<file path="src/rtl/host_boot_ctrl.sv">
// host_boot_ctrl: TL-UL register-mapped boot sequencer that gates, resets and releases the Ibex core.
// Optional run-cycle counter is built when HOST_BOOT_CTRL_CYCLE_CNT_EN is defined.

package tlul_pkg;
  typedef enum logic [2:0] {
    PutFullData    = 3'h0,
    PutPartialData = 3'h1,
    Get            = 3'h4
  } tl_a_op_e;

  typedef enum logic [2:0] {
    AccessAck     = 3'h0,
    AccessAckData = 3'h1
  } tl_d_op_e;

  typedef struct packed {
    logic [6:0] rsp_intg;
    logic [6:0] data_intg;
  } tl_d_user_t;

  typedef struct packed {
    logic        a_valid;
    tl_a_op_e    a_opcode;
    logic [2:0]  a_param;
    logic [1:0]  a_size;
    logic [7:0]  a_source;
    logic [31:0] a_address;
    logic [3:0]  a_mask;
    logic [31:0] a_data;
    logic        d_ready;
  } tl_h2d_t;

  typedef struct packed {
    logic        d_valid;
    tl_d_op_e    d_opcode;
    logic [2:0]  d_param;
    logic [1:0]  d_size;
    logic [7:0]  d_source;
    logic        d_sink;
    logic [31:0] d_data;
    tl_d_user_t  d_user;
    logic        d_error;
    logic        a_ready;
  } tl_d2h_t;
endpackage

package ibex_pkg;
  typedef logic [3:0] fetch_enable_t;
  parameter fetch_enable_t IbexMuBiOn  = 4'b0101;
  parameter fetch_enable_t IbexMuBiOff = 4'b1010;
endpackage

module tlul_rsp_intg_gen
  import tlul_pkg::*;
(
  input  tl_d2h_t tl_i,
  output tl_d2h_t tl_o
);
  logic [5:0]  w_meta;
  logic [34:0] w_pad;

  assign w_meta = {tl_i.d_opcode, tl_i.d_size, tl_i.d_error};
  assign w_pad  = {3'b000, tl_i.d_data};

  // Folded parity over the response header and data words
  always_comb begin
    tl_o                  = tl_i;
    tl_o.d_user.rsp_intg  = {^w_meta, w_meta};
    tl_o.d_user.data_intg = w_pad[6:0] ^ w_pad[13:7] ^ w_pad[20:14] ^ w_pad[27:21] ^ w_pad[34:28];
  end
endmodule

module host_boot_ctrl
  import tlul_pkg::*;
  import ibex_pkg::*;
#(
  parameter logic [31:0] BootAddrDefault = 32'h0000_0000,
  parameter int unsigned ResetHoldCycles = 16
) (
  input  logic          clk_i,
  input  logic          rst_ni,
  input  tl_h2d_t       tl_i,
  output tl_d2h_t       tl_o,
  output fetch_enable_t fetch_enable_o,
  output logic [31:0]   boot_addr_o,
  output logic          core_rst_no,
  input  logic          core_sleep_i,
  input  logic          alert_major_i
);
  typedef enum logic [1:0] {
    StIdle = 2'd0,
    StHold = 2'd1,
    StRun  = 2'd2,
    StHalt = 2'd3
  } state_e;

  localparam logic [7:0] HoldLoad = 8'(ResetHoldCycles - 1);

  state_e        r_state, w_state_nxt;
  logic [7:0]    r_hold_cnt, w_hold_cnt_nxt;
  logic          r_fault, w_fault_nxt;
  logic [31:0]   r_boot_addr;
  logic          r_core_rst_n;
  fetch_enable_t r_fetch_en;

  logic          r_d_valid;
  tl_d_op_e      r_d_opcode;
  logic [1:0]    r_d_size;
  logic [7:0]    r_d_source;
  logic [31:0]   r_d_data;
  logic          r_d_error;

  logic          w_a_ready, w_accept, w_is_get, w_is_write, w_mapped, w_cfg_ok, w_err;
  logic          w_wr_ok, w_go, w_halt_req, w_boot_we;
  logic [3:0]    w_offset;
  logic [31:0]   w_rdata, w_cycles;
  tl_d2h_t       w_tl_rsp;
  logic          w_unused_param;

  assign w_unused_param = ^tl_i.a_param;

  assign w_a_ready  = !r_d_valid || tl_i.d_ready;
  assign w_accept   = tl_i.a_valid && w_a_ready;
  assign w_offset   = tl_i.a_address[3:0];
  assign w_mapped   = (tl_i.a_address[31:4] == 28'h0) && (tl_i.a_address[1:0] == 2'b00);
  assign w_is_get   = (tl_i.a_opcode == Get);
  assign w_is_write = (tl_i.a_opcode == PutFullData) || (tl_i.a_opcode == PutPartialData);
  assign w_cfg_ok   = (r_state == StIdle) || (r_state == StHalt);

  // BOOT_ADDR is only writable while the core is not being brought up or running
  assign w_err = (!w_is_get && !w_is_write) || (tl_i.a_opcode == PutPartialData) ||
                 (tl_i.a_size != 2'd2) || !w_mapped ||
                 (w_is_write && (tl_i.a_mask != 4'hF)) ||
                 (w_is_write && ((w_offset == 4'h8) || (w_offset == 4'hC))) ||
                 (w_is_write && (w_offset == 4'h4) && !w_cfg_ok);

  assign w_wr_ok    = w_accept && w_is_write && !w_err;
  assign w_halt_req = w_wr_ok && (w_offset == 4'h0) && tl_i.a_data[1];
  assign w_go       = w_wr_ok && (w_offset == 4'h0) && tl_i.a_data[0] && !tl_i.a_data[1];
  assign w_boot_we  = w_wr_ok && (w_offset == 4'h4);

  always_comb begin
    w_state_nxt    = r_state;
    w_hold_cnt_nxt = r_hold_cnt;
    w_fault_nxt    = r_fault;
    case (r_state)
      StIdle, StHalt: begin
        if (w_go) begin
          w_state_nxt    = StHold;
          w_hold_cnt_nxt = HoldLoad;
          w_fault_nxt    = 1'b0;
        end
      end
      StHold: begin
        if (w_halt_req)               w_state_nxt    = StIdle;
        else if (r_hold_cnt == 8'd0)  w_state_nxt    = StRun;
        else                          w_hold_cnt_nxt = r_hold_cnt - 8'd1;
      end
      StRun: begin
        // A fault outranks a simultaneous software halt so it is never lost
        if (alert_major_i) begin
          w_state_nxt = StHalt;
          w_fault_nxt = 1'b1;
        end else if (w_halt_req) begin
          w_state_nxt = StIdle;
        end
      end
      default: w_state_nxt = StIdle;
    endcase
  end

  always_ff @(posedge clk_i or negedge rst_ni) begin
    if (!rst_ni) begin
      r_state      <= StIdle;
      r_hold_cnt   <= 8'd0;
      r_fault      <= 1'b0;
      r_core_rst_n <= 1'b0;
      r_fetch_en   <= IbexMuBiOff;
    end else begin
      r_state      <= w_state_nxt;
      r_hold_cnt   <= w_hold_cnt_nxt;
      r_fault      <= w_fault_nxt;
      r_core_rst_n <= (w_state_nxt == StRun) || (w_state_nxt == StHalt);
      r_fetch_en   <= (w_state_nxt == StRun) ? IbexMuBiOn : IbexMuBiOff;
    end
  end

  always_ff @(posedge clk_i or negedge rst_ni) begin
    if (!rst_ni)        r_boot_addr <= BootAddrDefault;
    else if (w_boot_we) r_boot_addr <= {tl_i.a_data[31:2], 2'b00};
  end

`ifdef HOST_BOOT_CTRL_CYCLE_CNT_EN
  logic [31:0] r_cycles;

  always_ff @(posedge clk_i or negedge rst_ni) begin
    if (!rst_ni)                                  r_cycles <= 32'd0;
    else if (w_go && w_cfg_ok)                    r_cycles <= 32'd0;
    else if (r_state == StRun)                    r_cycles <= r_cycles + 32'd1;
  end

  assign w_cycles = r_cycles;
`else
  assign w_cycles = 32'd0;
`endif

  always_comb begin
    w_rdata = 32'd0;
    case (w_offset)
      4'h4:    w_rdata = r_boot_addr;
      4'h8:    w_rdata = {28'h0, r_fault, core_sleep_i, r_state};
      4'hC:    w_rdata = w_cycles;
      default: w_rdata = 32'd0;
    endcase
  end

  always_ff @(posedge clk_i or negedge rst_ni) begin
    if (!rst_ni) begin
      r_d_valid  <= 1'b0;
      r_d_opcode <= AccessAck;
      r_d_size   <= 2'd0;
      r_d_source <= 8'd0;
      r_d_data   <= 32'd0;
      r_d_error  <= 1'b0;
    end else if (w_accept) begin
      r_d_valid  <= 1'b1;
      r_d_opcode <= w_is_get ? AccessAckData : AccessAck;
      r_d_size   <= tl_i.a_size;
      r_d_source <= tl_i.a_source;
      r_d_data   <= (w_is_get && !w_err) ? w_rdata : 32'd0;
      r_d_error  <= w_err;
    end else if (tl_i.d_ready) begin
      r_d_valid  <= 1'b0;
    end
  end

  always_comb begin
    w_tl_rsp          = '0;
    w_tl_rsp.d_valid  = r_d_valid;
    w_tl_rsp.d_opcode = r_d_opcode;
    w_tl_rsp.d_size   = r_d_size;
    w_tl_rsp.d_source = r_d_source;
    w_tl_rsp.d_data   = r_d_data;
    w_tl_rsp.d_error  = r_d_error;
    w_tl_rsp.a_ready  = w_a_ready;
  end

  tlul_rsp_intg_gen u_rsp_intg (
    .tl_i (w_tl_rsp),
    .tl_o (tl_o)
  );

  assign fetch_enable_o = r_fetch_en;
  assign boot_addr_o    = r_boot_addr;
  assign core_rst_no    = r_core_rst_n;
endmodule

</file>
<file path="config.mk">
export PLATFORM = sky130hd
export DESIGN_NAME = host_boot_ctrl
export DESIGN_NICKNAME = d
export VERILOG_FILES = /design/src/rtl/host_boot_ctrl.sv
export SDC_FILE = /design/constraint.sdc
export NUM_CORES = 1
export LEC_CHECK = 0
export CAP_MARGIN = 20
export CORE_MARGIN = 5
export CORE_UTILIZATION = 42
export CTS_CLUSTER_SIZE = 20
export DETAILED_ROUTE_END_ITERATION = 8
export PLACE_DENSITY = 0.8
export SETUP_SLACK_MARGIN = 0.5
export SLEW_MARGIN = 20
export SYNTH_ARGS = -nofsm -noshare
export SYNTH_HDL_FRONTEND = slang
export SYNTH_SLANG_ARGS = --single-unit
</file>
<file path="constraint.sdc">
create_clock -name clk_i -period 3.04 [get_ports clk_i]
set_input_delay 0.912 -clock clk_i [delete_from_list [all_inputs] [get_ports clk_i]]
set_output_delay 0.912 -clock clk_i [all_outputs]
set_load 0.01 [all_outputs]
</file>
Yosys cells after proc, flatten, opt, wreduce, memory -nomap -nowiden
Index checks and enable logic that the tools add are counted.
- bits of input ports: 90
- output and inout port bits: 103
- flip-flop bits (word level): 93
- eq/ne operators: 16
- muxes and demuxes: 19
- reductions and logical operators: 46
- bitwise logic cells: 4
- $add $sub $neg: 1
- operator list (operator ; number):
    $pmux 32 s2 ; 1
    $mux 32 ; 1
    $logic_not 28->1 ; 1
    $mux 8 ; 3
    $xor 7x7->7 ; 3
    $pmux 8 s2 ; 1
    $logic_and 1x1->1 ; 15
    $logic_or 1x1->1 ; 11
    $mux 2 ; 5
    $ne 2x2->1 const B ; 5
    $eq 2x2->1 const B ; 4
    $eq 4x4->1 const B ; 2
    $logic_not 8->1 ; 1
    $sub 8x1->8 const B ; 1
    $logic_not 1->1 ; 7
    $xor 7x4->7 ; 1
    $pmux 2 s3 ; 1
    $reduce_bool 2->1 ; 3
    $reduce_xor 6->1 ; 1
    $mux 1 ; 5
    $eq 4x3->1 const B ; 1
    $logic_not 2->1 ; 2
    $logic_not 4->1 ; 1
    $mux 4 ; 1
    9 further kinds ; 9

Depth between registers and ports, before layout
- depth in word-level cells: 19
- gate-level depth with buffers: 10

By module
Synthesis repeated with hierarchy kept, for this count alone.
- cells, all modules: 388
- area total of the unflattened synthesis: 4678.2 µm²
- by module, submodules not included (module ; instances ; seq. area each (µm²) ; cells each ; area each (µm²)):
    host_boot_ctrl ; 1 ; 2203.4 ; 305 ; 3947.5
    tlul_rsp_intg_gen ; 1 ; 0.0 ; 83 ; 730.7

Worst setup path after synthesis
Ideal clock, no wire load.
- path type: input to register
- start point: in tl_i[38] in the netlist's numbering
- end point: reg r_boot_addr[10] (netlist: boot_addr_o[10])
- path slack: 0.440 ns
- buffers on the path: 1
- required time: 2.915 ns
- data arrival time: 2.475 ns
- cell stages on the path: 7
- cells stage by stage: or4b_4 o211ai_2 a211oi_1 nand2_1 or3_4 buf_6 mux2_4
- cells in the longest elaborated chain, start to end: 10
- RTL lines (item ; RTL line ; source):
    start, declared ; 82 ; input tl_h2d_t tl_i,
    $logic_not 2->1 ; 125 ; assign w_mapped = (tl_i.a_address[31:4] == 28'h0) && (tl_i.a_address[1:0] == 2'b00);
    $logic_and 1x1->1 ; 125 ;
    $logic_not 1->1 ; 132 ; (tl_i.a_size != 2'd2) || !w_mapped ||
    $logic_or 1x1->1 (2 in series) ; 132 ;
    $logic_or 1x1->1 ; 133 ; (w_is_write && (tl_i.a_mask != 4'hF)) ||
    $logic_or 1x1->1 ; 134 ; (w_is_write && ((w_offset == 4'h8) || (w_offset == 4'hC))) ||
    $logic_not 1->1 ; 137 ; assign w_wr_ok = w_accept && w_is_write && !w_err;
    $logic_and 1x1->1 ; 137 ;
    $logic_and 1x1->1 * ; 140 ; assign w_boot_we = w_wr_ok && (w_offset == 4'h4);
    end signal, assigned ; 189 ; if (!rst_ni) r_boot_addr <= BootAddrDefault;
    end signal, assigned ; 190 ; else if (w_boot_we) r_boot_addr <= {tl_i.a_data[31:2], 2'b00};
    end, declared ; 102 ; logic [31:0] r_boot_addr;
Mark *: on every way between the ends. The rest lies on a longest branch, timed or not.
A chain may end at the register's enable or synchronous reset.

Worst setup path in the final report
- start point: in tl_i[38] in the netlist's numbering
- end point: reg r_hold_cnt[4]
- cells in the longest elaborated chain, start to end: 14
- RTL lines (item ; RTL line ; source):
    $logic_not 2->1 ; 125 ;
    $logic_and 1x1->1 ; 125 ;
    $logic_not 1->1 ; 132 ;
    $logic_or 1x1->1 (2 in series) ; 132 ;
    $logic_or 1x1->1 ; 133 ;
    $logic_or 1x1->1 ; 134 ;
    $logic_not 1->1 ; 137 ;
    $logic_and 1x1->1 ; 137 ;
    $logic_and 1x1->1 * ; 138, 139 ;
    $logic_and 1x1->1 (2 in series) ; 139 ; assign w_go = w_wr_ok && (w_offset == 4'h0) && tl_i.a_data[0] && !tl_i.a_data[1];
    $ne 2x2->1 (no line) ; n/a ;
    $reduce_and 4->1 (no line) * ; n/a ;
    end signal, assigned ; 181 ; r_hold_cnt <= w_hold_cnt_nxt;
    end, declared ; 100 ; logic [7:0] r_hold_cnt, w_hold_cnt_nxt;
Marks and branches as above.

==> impl_metrics.json <==
{
  "wire_per_inst_um": 19.5,
  "clock-skew-final_ns": 0.0106,
  "wirelength_mm": 14.0,
  "timing.hold.ws_ns": 0.514,
  "syn_avg_cell_area_um2": 12.2,
  "std_cell_rows": 37,
  "netlist_area_pre_place_um2": 4390,
  "die_height_um": 112,
  "dpl_worst_slack_ns": -0.242,
  "insertion_delay_ns": 0.34,
  "power_leakage_nw": 3.25,
  "drc": 0,
  "power_density_nw_per_um2": 341,
  "critical_path_arrival_ns": 2.83,
  "clock_tree.buffer_depth": 2,
  "mostFrequentLayoutCells": "sky130_fd_sc_hd__clkdlybuf4s50_1 (127), sky130_fd_sc_hd__dfrtp_1 (86), sky130_fd_sc_hd__buf_4 (34), sky130_fd_sc_hd__a22o_1 (30), sky130_fd_sc_hd__mux2_4 (30)",
  "die_area_um2": 12600,
  "synth-edff-count": 0,
  "final.setup.worst_slack_ns": 0.471,
  "grt_pass1_wl_mm": 21.1,
  "via_count": 3798,
  "final.min_clock_period_ns": 2.57,
  "timing.setup.critical_path_class": "input port to register",
  "detailed_place_hpwl_mm": 9.57,
  "globalRouteTotalUtil_pct": 20.8,
  "final_min_period_over_clock_period_pct": 84.5,
  "antenna_left": 0,
  "postSynthRegisterBits": 88,
  "synth-seq-area-share_pct": 50.2,
  "numClockSinks": 88,
  "setup-violations-final": 0,
  "clock_tree_from_tritoncts": "done",
  "asr_flop_ratio_synth_pct": 100,
  "path_clk_slew_ns": 0.10,
  "cts-hold-fix-buffers": 0,
  "worst_path_max_fanout": 5,
  "die_w_um": 112,
  "via_per_inst": 5.30,
  "worst_setup_path_startpoint": "tl_i[38]",
  "cp-start-kind": "input port",
  "ir_drop_mv": 0.319,
  "placeable_core_region_um2": 10300,
  "setup.reg_to_reg.worst_slack_ns": 0.70,
  "cts_root_buffer": "sky130_fd_sc_hd__clkbuf_8",
  "design.portCount": 193,
  "r2r-start": "core_rst_no$_DFF_PN0_",
  "syn-instance-count": 359,
  "timing.final.hold_violations": 0,
  "nNetsFinal": 670,
  "grt-ovfl-total": 0,
  "grt_setup_unrepaired": "true",
  "yosys.cell_types.count": 53,
  "insertedDiodeCount": 0,
  "drive_gt1_share_pct": 32.4,
  "number_of_design_rule_violations_left_by_the_first_detailed_router_iteration": 213,
  "reg2reg_to": "boot_addr_o[20]$_DFFE_PN0P_",
  "htree_levels": 3,
  "synth-main-ff-cell": "sky130_fd_sc_hd__dfrtp_1",
  "end_point_of_the_critical_path": "r_hold_cnt[4]$_DFFE_PN0P_",
  "max_freq_ghz": 0.389,
  "layout.core_utilization_pct": 68.9,
  "drt_pre_antenna_iters": 7,
  "first_global_vias": 3908,
  "worst_ep_required_time_ns": 3.30,
  "maxCapViolCount": 0,
  "run_status": "complete, no violations",
  "io_buffer_count": 179,
  "fillCellCount": 752,
  "layout.cells.most_common": "sky130_fd_sc_hd__clkdlybuf4s50_1",
  "rr_worst_depth": 8,
  "ys_warn_count": 0,
  "hold_path_class": "input port to async pin",
  "area.growth.synth_to_final_pct": 61.3,
  "antenna_found_initial": 0,
  "grt_max_degree": 52,
  "initial_core_util_pct": 42.7,
  "cts_made_buffers": 9,
  "gp_congestion": 0.830,
  "worst_setup_path_end_kind": "register",
  "timing.final.max_slew_violations": 0
}
[how the worst min path moves through the flow]
stage                                      end  slack [ns]  cells after the start                       from
floorplan            r_hold_cnt[7]$_DFFE_PN0P_        0.47                      1  r_hold_cnt[7]$_DFFE_PN0P_
global placement     r_d_source[5]$_DFFE_PN0P_        0.49                      1  r_d_source[5]$_DFFE_PN0P_
detailed placement   r_d_source[1]$_DFFE_PN0P_        0.50                      1  r_d_source[1]$_DFFE_PN0P_
CTS                  r_hold_cnt[7]$_DFFE_PN0P_        0.51                      1  r_hold_cnt[7]$_DFFE_PN0P_
global route        boot_addr_o[5]$_DFFE_PN0P_        0.53                      1                     rst_ni
finish                r_d_data[12]$_DFFE_PN0P_        0.51                      1                     rst_ni
[what timing repair did]
| item | CTS | global route |
|---|---|---|
| gates resized for setup | 129 | 61 |
| hold endpoints to repair | 0 | 0 |
| setup endpoints to repair | 84 | 76 |
| buffers inserted | 17 | 4 |
| cloned | 3 | 3 |
| pin swaps | 28 | 28 |
[synth_stat cells, types with 2 or more instances]
cell | instances | area [µm²]
sky130_fd_sc_hd__nor2_1 | 11 | 41.3
sky130_fd_sc_hd__ha_1 | 3 | 37.5
sky130_fd_sc_hd__nor3_1 | 13 | 65.1
sky130_fd_sc_hd__dfrtp_1 | 87 | 2180
sky130_fd_sc_hd__o31ai_1 | 2 | 15.0
sky130_fd_sc_hd__a22oi_1 | 2 | 15.0
sky130_fd_sc_hd__or3_1 | 3 | 18.8
sky130_fd_sc_hd__buf_4 | 20 | 150
sky130_fd_sc_hd__xor2_1 | 4 | 35.0
sky130_fd_sc_hd__a22o_1 | 30 | 263
sky130_fd_sc_hd__a31oi_1 | 5 | 31.3
sky130_fd_sc_hd__and2_1 | 2 | 12.5
sky130_fd_sc_hd__xnor2_1 | 24 | 210
sky130_fd_sc_hd__nor2b_1 | 2 | 12.5
sky130_fd_sc_hd__o21ai_0 | 6 | 30.0
sky130_fd_sc_hd__nand3_1 | 6 | 30.0
sky130_fd_sc_hd__mux2_2 | 11 | 124
sky130_fd_sc_hd__nand2b_1 | 2 | 12.5
sky130_fd_sc_hd__nand3b_1 | 3 | 22.5
sky130_fd_sc_hd__inv_1 | 6 | 22.5
sky130_fd_sc_hd__a211oi_1 | 2 | 15.0
sky130_fd_sc_hd__nand2_1 | 20 | 75.1
sky130_fd_sc_hd__nand4_1 | 4 | 25.0
sky130_fd_sc_hd__nor4_1 | 13 | 81.3
sky130_fd_sc_hd__mux2_4 | 30 | 450
sky130_fd_sc_hd__nor4_4 | 2 | 42.5
sky130_fd_sc_hd__a21oi_1 | 9 | 45.0
sky130_fd_sc_hd__buf_6 | 4 | 45.0
sky130_fd_sc_hd__clkbuf_1 | 9 | 33.8
[registers in the layout, summed over array words and instances, names as in the netlist]
register        count
r_d_data           32
boot_addr_o        30
r_d_source          8
r_hold_cnt          8
fetch_enable_o      2
r_d_size            2
core_rst_no         1
r_d_error           1
r_d_opcode          1
r_d_valid           1
r_fault             1
r_state             1
[final cells by class]
type,count,area (µm²),share of cell area [%]
Multi-Input combinational cell,240,2220,31.4
Timing Repair Buffer,231,2240,31.6
Sequential cell,88,2200,31.1
Tap cell,136,170,2.40
Clock buffer,9,124,1.75
Clock inverter,6,92.6,1.31
Inverter,7,30.0,0.424
[kinds of logic after synthesis]
| kind of cell | synth area share, % |
|---|---|
| AOI/OAI and AO/OA | 11.5 |
| and+or+nand+nor | 12.6 |
| other | 0.0854 |
| buffers and inverters | 5.81 |
| muxes | 13.3 |
| DFF | 50.2 |
| adders and majority gates | 0.855 |
| xor gates and xnor gates | 5.59 |
[where the power goes]
part / switching [mW] / leakage, nW / internal, mW
Clock: 0.422 / 0.107 / 0.465
Sequential: 0.0157 / 1.17 / 1.19
Combinational: 0.137 / 1.98 / 0.183
Total: 0.574 / 3.25 / 1.84
[per-stage QoR]
stage | total power, mW | cell area, µm² | cells | setup TNS [ns]
2_1_floorplan | 1.32 | 4450 | 368 | 0
3_3_place_gp | 1.54 | 6410 | 675 | -7.15
3_5_place_dp | 1.54 | 6410 | 675 | -9.61
4_1_cts | 2.42 | 6940 | 710 | 0
5_1_grt | 2.50 | 7080 | 717 | 0
6_report | 2.41 | 7080 | 717 | 0
[critical path, cell delays in order]
cell and delay (ns):
sky130_fd_sc_hd__buf_6 0.09, sky130_fd_sc_hd__or4b_4 0.55, sky130_fd_sc_hd__o211ai_4 0.20, sky130_fd_sc_hd__buf_6 0.14, sky130_fd_sc_hd__nor3_4 0.05, sky130_fd_sc_hd__a31oi_4 0.24, sky130_fd_sc_hd__nand3b_1 0.16, sky130_fd_sc_hd__or3_4 0.41
sky130_fd_sc_hd__o21ai_2 0.06
[layer usage]
metal,global-route usage [%],part of all wire [%]
met5,0,0
met4,4.65,1.3
met3,4.80,4.8
met2,39.3,55
met1,23.7,39
No activity file was read; power rests on OpenSTA's default activity.
